<file path="src/rtl/phy_rx_deframer.sv">
// -----------------------------------------------------------------------------
// phy_rx_deframer
// Receive-side deframer. Takes the 4-bit nibble stream from the PHY receiver
// (low nibble of each byte first), rebuilds bytes for the forwarding block,
// counts the bytes of each frame and, at end of frame, emits the 24-bit control
// word {len, len} together with a good/bad verdict. Everything is clocked on the
// rising edge of clk_phy.
//
// Parameters
//   MIN_LEN        minimum legal frame length in bytes
//   MAX_LEN        maximum legal frame length in bytes (<= 4094)
//
// Ports
//   clk_phy        in   1   PHY clock
//   reset_n        in   1   asynchronous active-low reset
//   phy_data_in    in   4   received nibble, low nibble of each byte first
//   phy_rx_dv      in   1   nibble valid, high for the whole frame
//   r_data_out     out  8   reassembled byte {hi_nibble, lo_nibble}
//   r_data_valid   out  1   one-cycle pulse per reassembled byte
//   r_ctrl_out     out  24  {len[11:0], len[11:0]}, held until the next frame end
//   r_frame_valid  out  1   one-cycle pulse: frame good, r_ctrl_out valid
//   r_frame_err    out  1   one-cycle pulse: frame bad (length or odd nibble count)
// -----------------------------------------------------------------------------
module phy_rx_deframer #(
  parameter int unsigned MIN_LEN = 64,
  parameter int unsigned MAX_LEN = 1518
) (
  input  logic        clk_phy,
  input  logic        reset_n,
  input  logic [3:0]  phy_data_in,
  input  logic        phy_rx_dv,
  output logic [7:0]  r_data_out,
  output logic        r_data_valid,
  output logic [23:0] r_ctrl_out,
  output logic        r_frame_valid,
  output logic        r_frame_err
);

  localparam logic [11:0] MIN_LEN_C = 12'(MIN_LEN);
  localparam logic [11:0] MAX_LEN_C = 12'(MAX_LEN);
  localparam logic [11:0] LEN_SAT_C = 12'hFFF;

  typedef enum logic [2:0] {
    ST_IDLE      = 3'd0,
    ST_LO        = 3'd1,
    ST_HI        = 3'd2,
    ST_END       = 3'd3,
    ST_WAIT_IDLE = 3'd4
  } state_t;

  state_t      state_r;
  state_t      state_s;
  logic [3:0]  lo_nib_r;
  logic [3:0]  lo_nib_s;
  logic [11:0] len_r;
  logic [11:0] len_s;
  logic        odd_r;
  logic        odd_s;
  logic        ovf_r;
  logic        ovf_s;
  // High only in the first cycle after reset release; used to detect that
  // reset was released in the middle of a frame.
  logic        fresh_r;

  logic [7:0]  byte_s;
  logic        byte_valid_s;
  logic [23:0] ctrl_s;
  logic        frame_valid_s;
  logic        frame_err_s;
  logic        frame_good_s;

  // Saturating byte counter increment; the count sticks at 4095.
  function automatic logic [11:0] sat_inc(input logic [11:0] v);
    logic [11:0] r;
    if (v == LEN_SAT_C) begin
      r = v;
    end else begin
      r = v + 12'd1;
    end
    return r;
  endfunction

  // Verdict for the frame that is closing in the END state.
  assign frame_good_s = !odd_r && (len_r >= MIN_LEN_C) && (len_r <= MAX_LEN_C) && !ovf_r;

  // State register.
  always_ff @(posedge clk_phy or negedge reset_n) begin
    if (!reset_n) begin
      state_r <= ST_IDLE;
    end else begin
      state_r <= state_s;
    end
  end

  // Next-state logic plus next values for the frame bookkeeping and outputs.
  always_comb begin
    state_s       = state_r;
    lo_nib_s      = lo_nib_r;
    len_s         = len_r;
    odd_s         = odd_r;
    ovf_s         = ovf_r;
    byte_s        = r_data_out;
    byte_valid_s  = 1'b0;
    ctrl_s        = r_ctrl_out;
    frame_valid_s = 1'b0;
    frame_err_s   = 1'b0;
    case (state_r)
      ST_IDLE: begin
        if (fresh_r && phy_rx_dv) begin
          // Reset released mid-frame: ignore the remainder of that frame.
          state_s = ST_WAIT_IDLE;
        end else if (phy_rx_dv) begin
          lo_nib_s = phy_data_in;
          len_s    = 12'd0;
          odd_s    = 1'b0;
          ovf_s    = 1'b0;
          state_s  = ST_HI;
        end else begin
          state_s = ST_IDLE;
        end
      end
      ST_HI: begin
        if (phy_rx_dv) begin
          byte_s       = {phy_data_in, lo_nib_r};
          byte_valid_s = 1'b1;
          len_s        = sat_inc(len_r);
          ovf_s        = ovf_r | (len_s == LEN_SAT_C);
          state_s      = ST_LO;
        end else begin
          // Trailing lone nibble: dropped, not counted, frame marked bad.
          odd_s   = 1'b1;
          state_s = ST_END;
        end
      end
      ST_LO: begin
        if (phy_rx_dv) begin
          lo_nib_s = phy_data_in;
          state_s  = ST_HI;
        end else begin
          state_s = ST_END;
        end
      end
      ST_END: begin
        ctrl_s = {len_r, len_r};
        if (frame_good_s) begin
          frame_valid_s = 1'b1;
        end else begin
          frame_err_s = 1'b1;
        end
        // A frame may start right after a one-cycle dv gap; its first nibble
        // arrives during END and must not be lost.
        if (phy_rx_dv) begin
          lo_nib_s = phy_data_in;
          len_s    = 12'd0;
          odd_s    = 1'b0;
          ovf_s    = 1'b0;
          state_s  = ST_HI;
        end else begin
          state_s = ST_IDLE;
        end
      end
      ST_WAIT_IDLE: begin
        if (!phy_rx_dv) begin
          state_s = ST_IDLE;
        end else begin
          state_s = ST_WAIT_IDLE;
        end
      end
      default: begin
        state_s = ST_IDLE;
      end
    endcase
  end

  // Frame bookkeeping registers.
  always_ff @(posedge clk_phy or negedge reset_n) begin
    if (!reset_n) begin
      lo_nib_r <= 4'd0;
      len_r    <= 12'd0;
      odd_r    <= 1'b0;
      ovf_r    <= 1'b0;
      fresh_r  <= 1'b1;
    end else begin
      lo_nib_r <= lo_nib_s;
      len_r    <= len_s;
      odd_r    <= odd_s;
      ovf_r    <= ovf_s;
      fresh_r  <= 1'b0;
    end
  end

  // Registered outputs.
  always_ff @(posedge clk_phy or negedge reset_n) begin
    if (!reset_n) begin
      r_data_out    <= 8'd0;
      r_data_valid  <= 1'b0;
      r_ctrl_out    <= 24'd0;
      r_frame_valid <= 1'b0;
      r_frame_err   <= 1'b0;
    end else begin
      r_data_out    <= byte_s;
      r_data_valid  <= byte_valid_s;
      r_ctrl_out    <= ctrl_s;
      r_frame_valid <= frame_valid_s;
      r_frame_err   <= frame_err_s;
    end
  end

endmodule

</file>
<file path="config.mk">
export PLATFORM = sky130hd
export DESIGN_NAME = phy_rx_deframer
export DESIGN_NICKNAME = d
export VERILOG_FILES = /design/src/rtl/phy_rx_deframer.sv
export SDC_FILE = /design/constraint.sdc
export NUM_CORES = 1
export LEC_CHECK = 0
export BUFFER_PORTS_ARGS = -buffer_cell sky130_fd_sc_hd__buf_2
export CAP_MARGIN = 25
export CORE_MARGIN = 2
export CORE_UTILIZATION = 37
export DETAILED_ROUTE_END_ITERATION = 8
export GPL_TIMING_DRIVEN = 0
export PLACE_DENSITY_LB_ADDON = 0.3
export SETUP_SLACK_MARGIN = 0.5
export SYNTH_ARGS = -nofsm -noshare
export SYNTH_HDL_FRONTEND = slang
export SYNTH_SLANG_ARGS = --single-unit
export TNS_END_PERCENT = 30
</file>
<file path="constraint.sdc">
create_clock -name clk_phy -period 3.2 [get_ports clk_phy]
set_clock_uncertainty 0.1 [all_clocks]
set_input_delay 0.32 -clock clk_phy [delete_from_list [all_inputs] [get_ports clk_phy]]
set_output_delay 0.32 -clock clk_phy [all_outputs]
set_load 0.02 [all_outputs]
</file>
# Yosys cells after proc, flatten, opt, wreduce, memory -nomap -nowiden
# Index checks and enable logic that the tools add are counted.
# word_totals
register_bits,57
input_bits,7
out_inout_bits,35
elab_cells,68
# classes
addsub,1
order_cmp,2
n_eq_ne,9
mux,30
bitwise,1
reduce_logical,14
# op_table
cell,n
two-way mux 12 bit,6
one-hot mux 12 bit (3 select lines),1
equality test 12 bit (second input constant),2
one-hot mux 3 bit (5 select lines),1
two-way mux 1 bit,13
adder 12 x 1 -> 12 bit (second input constant),1
greater-or-equal comparator 12 x 7 -> 1 bit (second input constant),1
less-or-equal comparator 12 x 11 -> 1 bit (second input constant),1
two-way mux 4 bit,2
one-hot mux 4 bit (2 select lines),1
equality test 3 x 2 -> 1 bit (second input constant),2
two-way mux 3 bit,2
inequality test 2 bit (second input constant),3
one-hot mux 1 bit (3 select lines),2
AND reduction 3 bit,2
logical AND 1 bit,4
two-way mux 2 bit,2
AND reduction 2 bit,2
equality test 3 x 1 -> 1 bit (second input constant),1
equality test 3 bit (second input constant),1
logical NOT 3 bit,1
nonzero test 3 bit,1
logical NOT 1 bit,2
nonzero test 2 bit,1
other kinds (2),2

# Depth between registers and ports, before layout
# Gate-level depths: netlist of the first run.
# depth
word_depth,8
mapped_depth,10
depth_no_buf,9

# Worst setup path after synthesis of the first run
# No wires, ideal clock.
# synth_path
path_kind,reg2reg
startpoint,register state_r[1]
endpoint,register ovf_r
setup_time_ns,0.103
arrival_ns,2.058
required_ns,2.997
slack_ns,0.938
stages_incl_launch_ff,11
period_less_slack_ns,2.262
path_cell_list,dfrtp_1 > buf_4 > inv_2 > or3_4 > buf_4 > ha_1 > nor3_1 > o21a_1 > and3_1 > nand4_1 > o41ai_2
# synth_between
elab_chain_len,3
word_cells_on_any_way,8
cone_classes,eq/ne: 4; mux: 1; reduce/logical: 3
# synth_rtl
element,line,rtl
from (decl),51,state_t state_r;
from (signal assigned),91,state_r <= state_s;
equality test 3 x 2 -> 1 bit or logical NOT 3 bit (tied branches),107,case (state_r)
inequality test 2 bit (no line) or nonzero test 3 bit (tied branches),n/a,
AND reduction 3 bit (no line),n/a,
to (signal assigned),187,ovf_r <= ovf_s;
to (decl),59,logic ovf_r;
# Parallel ways exist; a longest one is shown, timed or not.
# A chain may end at the register's enable or synchronous reset.

# Final worst setup path of the first run
# Same ends and word-level chain as after synthesis.

==> results of run 1 <==
==> stage by stage <==
step | std cells | cell area [sq um]
floorplan | 220 | 2290
global placement | 336 | 2590
detailed placement | 336 | 2590
CTS | 344 | 2680
global route | 346 | 2710
finish | 346 | 2710
==> cell families (layout without fill, tap and decap cells) <==
logic type,after synthesis,after routing,share of synthesized area [%]
other,1,1,0.164
AND/OR/NAND/NOR,56,56,13.0
multiplexers,22,22,10.8
buffers and inverters,35,86,8.79
flip-flops,45,45,49.2
AO/OA/AOI/OAI,56,56,15.3
adder cells (fa/ha/maj),5,5,2.73
==> sequential cells by signal, summed over array words and instances (netlist names) <==
| register | flops |
|---|---|
| lo_nib_r | 4 |
| fresh_r | 1 |
| r_data_valid | 1 |
| r_frame_err | 1 |
| len_r | 12 |
| r_frame_valid | 1 |
| r_ctrl_out | 12 |
| r_data_out | 8 |
| odd_r | 1 |
| ovf_r | 1 |
| state_r | 3 |
==> worst paths after layout <==
path | start | to | depth (start not counted)
max | state_r[1] | ovf_r | 10
min | phy_data_in[2] | lo_nib_r[2] | 2
max reg2reg | state_r[1] | ovf_r | 10
min reg2reg | lo_nib_r[2] | lo_nib_r[2] | 1
max in group asynchronous | reset_n | fresh_r | 3
min in group asynchronous | reset_n | r_ctrl_out[20] | 2
==> layer usage <==
metal	track usage, %	wire length [um]	vias up
met4	5.90	23	0
met5	0	0	-
met1	19.2	2140	824
li1	-	-	866
met2	22.7	2100	45
met3	4.13	240	2
==> where the power goes <==
part           internal, uW  switching [uW]  total (uW)
clock network           176             184         360
registers               700            71.0         771
logic                   312             453         765
total                  1190             708        1900
==> synthesized netlist by cell type (2+ instances only) <==
library cell and count:
o22a_1 2, nand4_1 2, buf_4 14, ha_1 5, nor3_1 5, a21o_1 4
nand3b_1 2, mux2_2 21, o41ai_2 2, and4_1 3, nor2_1 15, buf_2 10
nand2_1 11, inv_1 6, clkbuf_1 3, a21oi_1 14, nand3_1 6, o31ai_1 3
o21ai_0 21, a31oi_1 3, dfrtp_1 44, and3_1 3
==> final cells by class <==
cell class	instances	share of cell area (%)
Sequential cell	45	41.6
Multi-Input combinational cell	140	35.5
Timing Repair Buffer	43	8.68
Buffer	27	6.14
Tap cell	75	3.46
Clock buffer	8	3.32
Inverter	8	1.29
==> what timing repair did <==
item,in CTS,in global routing
hold endpoints to repair,0,15
setup endpoints to repair,0,1
gates resized for setup,0,1
hold buffers,0,1
==> critical path, stage by stage (launching register included) <==
cell	delay, ps
dfrtp_1	330
buf_4	150
inv_2	40
or3_4	380
buf_4	190
ha_1	180
nor3_1	180
o21ai_1	260
buf_2	280
o21ai_0	210
o41ai_2	100
==> impl_metrics.toml, run 1 <==
[status]
status = "finished clean"

[detailed_routing]
first_pass_iters = 4
vias_per_cell = 5.02
vias = 1737
routed_wl_mm = 4.50
drc = 0
antenna_left = 0
wire_per_inst_um = 13.0
drt_iter0_drc = 78

[worst_setup_path]
end_kind = "register"
critPathLaunchType = "register"
worstPathArrival_ps = 2580
worstPathRequired_ps = 3270
crit_type = "register to register"
cp_max_fo = 10
worst-r2r-setup-slack_ps = 680

[final_layout]
nFillCells = 581
fin_util_pct = 45.5
multi_input_area_sq_um = 963
diodes = 0
final_common_cell = "buf_2"
finalNetCount = 282
syn2layout_area_growth_pct = 18.4
regArea_sq_um = 1130
drive_gt1_share_pct = 38.4
mostFrequentLayoutCells = "buf_2, dfrtp_1, o21ai_0, mux2_2, nor2_1"

[synth]
ys_ff_latch = 45
syn_avg_cell_area_sq_um = 10.4
synth_edf_count = 0
seq_area_frac_synth_pct = 49.2
synth_area_sq_um = 2290
ys_warn_count = 0
yosys-top-cells-area = "dfrtp_1, mux2_2, buf_4"
async_reset_ff_share_pct = 100
netlist_instances = 220
yosysTopAreaCell = "dfrtp_1"
syn-num-nets = 232
ys_types = 43
synth_top_area_share_pct = 48.1
dominantRegCellSynth = "dfrtp_1"

[sta]
finalWorstSetupSlack_ps = 682
final-setup-viol-count = 0
worstMarginPinSlew_ps = 594
slew_viol_final = 0
finalHoldViolCount = 0
whs_ps = 171
finalCritPeriodShare_pct = 78.7
post-route-min-period_ps = 2520
final.setup.tns_ps = 0
slew_headroom_pct = 60.1
max_freq_mhz = 397
rsz0062_at_grt = "no"

[power_and_ir_drop]
power.density_nw_per_um2 = 699
peakVddDrop_v = 0.000480
p_total_uw = 1900
total_leakage_power_uw = 0.00137

[die]
initial_core_util_pct = 38.5
dieHeight_um = 82.7
dieArea_sq_um = 6840
die_w_um = 82.7
ios = 42
fp-row-count = 28
coreArea_sq_um = 5960

[placement]
portBuffers = 41
gp_congestion = 0.851
hpwl_mm = 3.09
dpl_worst_slack_ps = 676

[clock_tree]
path_clk_slew_ps = 80
cts_setup_buffers = 0
clockBufferDepth = 2
cts_buffers = 5
cts_tree = "done"
clk_latency_ps = 290
cts-htree-levels = 2
cts.sinks = 45
clock-root-buffer = "clkbuf_8"

[run]
cap_violations = 0

[global_route]
grt-ovfl-total = 0
grt_pass1_vias = 1608
grt_use_total_pct = 14.6
grt_max_degree = 46
grt_pass1_wl_mm = 7.56
antenna_found_initial = 0

[min_path]
hold_path_class = "input pin to register"
Note: power is estimated with default switching activity, not from simulation.
==> run 2, diff against run 1 <==
==> constraint.sdc (replaced) <==
create_clock -name clk_phy -period 2.52 [get_ports clk_phy]
set_clock_uncertainty 0.1 [all_clocks]
set_input_delay 0.252 -clock clk_phy [delete_from_list [all_inputs] [get_ports clk_phy]]
set_output_delay 0.252 -clock clk_phy [all_outputs]
set_load 0.02 [all_outputs]
==> impl_metrics.toml, run 2 (synthesis gave the netlist of run 1 again) <==
[status]
status = "finished clean"

[final_layout]
syn2layout_area_growth_pct = 25.6
largestRegisters = "len_r (12), r_ctrl_out (12), r_data_out (8)"
mostFrequentLayoutCells = "buf_2, dfrtp_1, mux2_2, buf_4, nor2_1"
finalNetCount = 291
final_common_cell = "buf_2"
diodes = 0
drive_gt1_share_pct = 45.0

[die]
die_w_um = 82.7
dieHeight_um = 82.7
coreArea_sq_um = 5960
fp-row-count = 28
dieArea_sq_um = 6840
ios = 42
initial_core_util_pct = 38.5

[detailed_routing]
vias = 1791
vias_per_cell = 5.05
drt_iter0_drc = 125
antenna_left = 0
wire_per_inst_um = 12.8
routed_wl_mm = 4.55
first_pass_iters = 4
drc = 0

[global_route]
met3_usage_pct = 4.02
grt_pass1_wl_mm = 7.77
grt_max_degree = 46
met1_usage_pct = 20.5
busiest_layer = "met2"
grt_use_total_pct = 15.0
grt_pass1_vias = 1642
use_met2_pct = 22.5
grt-ovfl-total = 0
antenna_found_initial = 0

[clock_tree]
clock-root-buffer = "clkbuf_8"
cts_buffers = 5
path_clk_slew_ps = 90
clockBufferDepth = 2
cts-htree-levels = 2
cts_tree = "done"
clk_latency_ps = 300
cts.sinks = 45

[sta]
final-setup-viol-count = 0
max_freq_mhz = 479
rsz0062_at_grt = "yes"
post-route-min-period_ps = 2090
final.setup.tns_ps = 0
finalCritPeriodShare_pct = 82.9
slew_viol_final = 0
finalHoldViolCount = 0

[worst_setup_path]
worst-r2r-setup-slack_ps = 430
r2r_cells = 10
r2r_start = "state_r[1]"
critical_path.top_delay_family = "simple AND/OR/NAND/NOR gates"
crit_slowest_cell = "or3_4"
cp_max_fo = 2
end_kind = "register"
r2r-end = "ovf_r"
worstPathArrival_ps = 2190
crit_buf_inv = 3
crit_path_cell_trace = "buf_6 > inv_2 > or3_4 > buf_8 > ha_4 > nor3_4 > o21a_2 > and3_1 > nand4_1 > o41ai_2"
critPathLaunchType = "register"
worstPathRequired_ps = 2620
max_stage_delay_ps = 370
crit_type = "register to register"

[power_and_ir_drop]
p_total_uw = 2640
total_leakage_power_uw = 0.00143
peakVddDrop_v = 0.000537
power.density_nw_per_um2 = 918

[min_path]
holdCritStartpoint = "phy_data_in[2]"
min_to = "r_data_out[6]"
hold_path_class = "input pin to register"
hold_depth = 2

[run]
cap_violations = 0

[placement]
gp_congestion = 0.813
hpwl_mm = 3.09
portBuffers = 41
run 2: area by class of cell:
| type | instances | area [sq um] |
|---|---|---|
| clock inverter | 3 | 22.5 |
| inverter | 8 | 35.0 |
| fill | 566 | 3080 |
| buffer | 27 | 191 |
| tap | 75 | 93.8 |
| timing repair buffer | 52 | 307 |
| multi-input combinational | 140 | 1030 |
| sequential | 45 | 1130 |
| clock buffer | 5 | 68.8 |
run 2: through the flow:
step | hold slack (ps) | utilization, % | setup slack (ps) | instance area [sq um] | std cells
global placement | 370 | 43.7 | 105 | 2600 | 336
detailed placement | 380 | 43.7 | 101 | 2600 | 336
floorplan | -144 | - | 333 | 2300 | 220
global route | 84.3 | 48.3 | 337 | 2880 | 355
finish | 91.1 | 48.3 | 431 | 2880 | 355
CTS | 48.8 | 47.4 | 311 | 2820 | 352
run 2: worst register-to-register path, delay by kind of cell (launching register included):
family | cells | cell delay, ps
compound gates | 2 | 390
flops | 1 | 350
fa+ha+maj | 1 | 150
buf+inv | 3 | 250
simple gates | 4 | 760
run 2: metal layers:
metal  vias to the layer above  share of wire (%)
met5                         -                  0
met4                         0                1.2
met3                         5                7.2
met2                        61                 46
met1                       841                 45
li1                        884                  -
run 2: how the worst max path moves through the flow:
stage | from | end | slack [ps] | cells past startpoint
after floorplan | state_r[1] | ovf_r | 330 | 10
after global placement | state_r[2] | len_r[5] | 110 | 8
after detailed placement | state_r[2] | len_r[5] | 100 | 8
after CTS | state_r[0] | ovf_r | 310 | 9
after global routing | state_r[1] | ovf_r | 340 | 10
final | state_r[1] | ovf_r | 430 | 10
run 2: power breakdown:
part	internal, uW	switching (uW)
clock network	195	256
registers	889	88.4
logic	553	661
run 2: what timing repair did:
item                                    4_1_cts  5_1_grt
cloned                                        1        0
hold buffers                                  0        1
buffers inserted                              7        1
gates resized for setup                      23        7
endpoints found under the setup margin       21       21
pin swaps                                     7        3
endpoints found under the hold margin         0       19
==> run 3, diff against run 2 <==
==> constraint.sdc (replaced) <==
create_clock -name clk_phy -period 2.06 [get_ports clk_phy]
set_clock_uncertainty 0.1 [all_clocks]
set_input_delay 0.206 -clock clk_phy [delete_from_list [all_inputs] [get_ports clk_phy]]
set_output_delay 0.206 -clock clk_phy [all_outputs]
set_load 0.02 [all_outputs]
==> impl_metrics.toml, run 3 (synthesis gave the netlist of run 1 again) <==
[detailed_routing]
vias = 1804
vias_per_cell = 5.04
routed_wl_mm = 4.86
drt_iter0_drc = 75
wire_per_inst_um = 13.6
first_pass_iters = 4
antenna_left = 0
drc = 0

[worst_setup_path]
crit_type = "register to register"
worstPathArrival_ps = 2290
end_kind = "register"
max_stage_delay_ps = 390
critPathLaunchType = "register"
crit_buf_inv = 3
critical_path.top_delay_family = "simple AND/OR/NAND/NOR gates"
worstPathRequired_ps = 2170
crit_path_cell_trace = "buf_6 > inv_2 > or3_4 > buf_8 > ha_4 > nor3_4 > o21a_4 > and3_1 > nand4_1 > o41ai_2"
crit_slowest_cell = "or3_4"
cp_max_fo = 2

[placement]
gp_congestion = 0.810
portBuffers = 41
hpwl_mm = 3.13
dpl_worst_slack_ps = -345

[final_layout]
diodes = 0
multi_input_area_sq_um = 1130
syn2layout_area_growth_pct = 34.3
drive_gt1_share_pct = 52.3
mostFrequentLayoutCells = "buf_2, dfrtp_1, buf_4, mux2_2, nor2_1"
regArea_sq_um = 1130
final_common_cell = "buf_2"
largestRegisters = "len_r (12), r_ctrl_out (12), r_data_out (8)"
finalNetCount = 294
fin_util_pct = 51.7
nFillCells = 547

[global_route]
grt_pass1_vias = 1718
antenna_found_initial = 0
grt-ovfl-total = 0
met1_usage_pct = 20.1
busiest_layer = "met2"
grt_pass1_wl_mm = 8.07
use_met2_pct = 25.6
grt_use_total_pct = 15.6
grt_max_degree = 46
met3_usage_pct = 4.02

[min_path]
hold_path_class = "input pin to register"

[die]
initial_core_util_pct = 38.5
coreArea_sq_um = 5960
die_w_um = 82.7
fp-row-count = 28
dieHeight_um = 82.7
dieArea_sq_um = 6840
ios = 42

[sta]
finalWorstSetupSlack_ps = -125
finalHoldViolCount = 0
finalCritPeriodShare_pct = 106
slew_headroom_pct = 57.4
max_freq_mhz = 458
slew_viol_final = 0
rsz0062_at_grt = "yes"
worstMarginPinSlew_ps = 637
final-setup-viol-count = 12
post-route-min-period_ps = 2180

[clock_tree]
cts_tree = "done"
cts.sinks = 45
clock-root-buffer = "clkbuf_8"
cts_buffers = 5
path_clk_slew_ps = 90
clk_latency_ps = 300
clockBufferDepth = 2
cts-htree-levels = 2

[power_and_ir_drop]
combPwrFrac_pct = 48.1
total_leakage_power_uw = 0.00152
power_frac_clock_pct = 18.9
power.density_nw_per_um2 = 1190
seqPwrFrac_pct = 32.9
p_switching_uw = 1350
swShare_pct = 36.8
internal_power_uw = 2320
peakVddDrop_v = 0.000770

[status]
status = "complete, but fails checks"
violations = "negative setup slack"

[run]
cap_violations = 0
## run 3: repair_timing
| item | in CTS | in global routing |
|---|---|---|
| gates resized for setup | 42 | 24 |
| setup endpoints to repair | 41 | 41 |
| pin swaps | 17 | 5 |
| hold buffers | 1 | 0 |
| setup buffers | 8 | 3 |
| gates cloned | 1 | 0 |
| hold endpoints to repair | 11 | 0 |
## run 3: cell type report
type                    instances  area share, %
clock inverters                 2           1.22
multi-input cells             140           36.8
repair buffers                 55           11.2
inverters                       8           1.14
clock buffers                   6           2.68
plain buffers                  27           7.20
flip-flops and latches         45           36.7
well taps                      75           3.05
## run 3: metal layers
layer,up-vias,wire length [um]
met3,5,215
met5,-,0
met2,43,2300
met4,0,60
met1,861,2280
li1,895,-
## run 3: final timing paths
kind	depth (start not counted)	startpoint	endpoint	slack, ps
hold reg to reg	2	ovf_r	ovf_r	400
max in group asynchronous	3	reset_n	fresh_r	1170
setup reg to reg	10	state_r[1]	ovf_r	-120
setup / recovery	10	state_r[1]	ovf_r	-120
min in group asynchronous	2	reset_n	r_ctrl_out[16]	180
hold / removal	2	phy_data_in[0]	lo_nib_r[0]	40
## run 3: per-stage QoR
stage	total power [uW]	std cells	area, sq um	hold slack, ps	TNS (ps)
after global routing	3910	358	3080	30.8	-1670
after CTS	3540	354	2940	35.8	-166
after floorplan	2140	220	2340	-190	-120
final	3660	358	3080	44.9	-531
after global placement	2460	336	2640	326	-1320
after detailed placement	2490	336	2640	328	-1700
## run 3: power by group through the flow
stage	Sequential, uW	Clock, uW	Combinational [uW]
after floorplan	1340	0	801
after global placement	1210	0	1250
after detailed placement	1220	0	1270
after CTS	1200	716	1620
after global routing	1240	769	1900
final	1210	694	1760
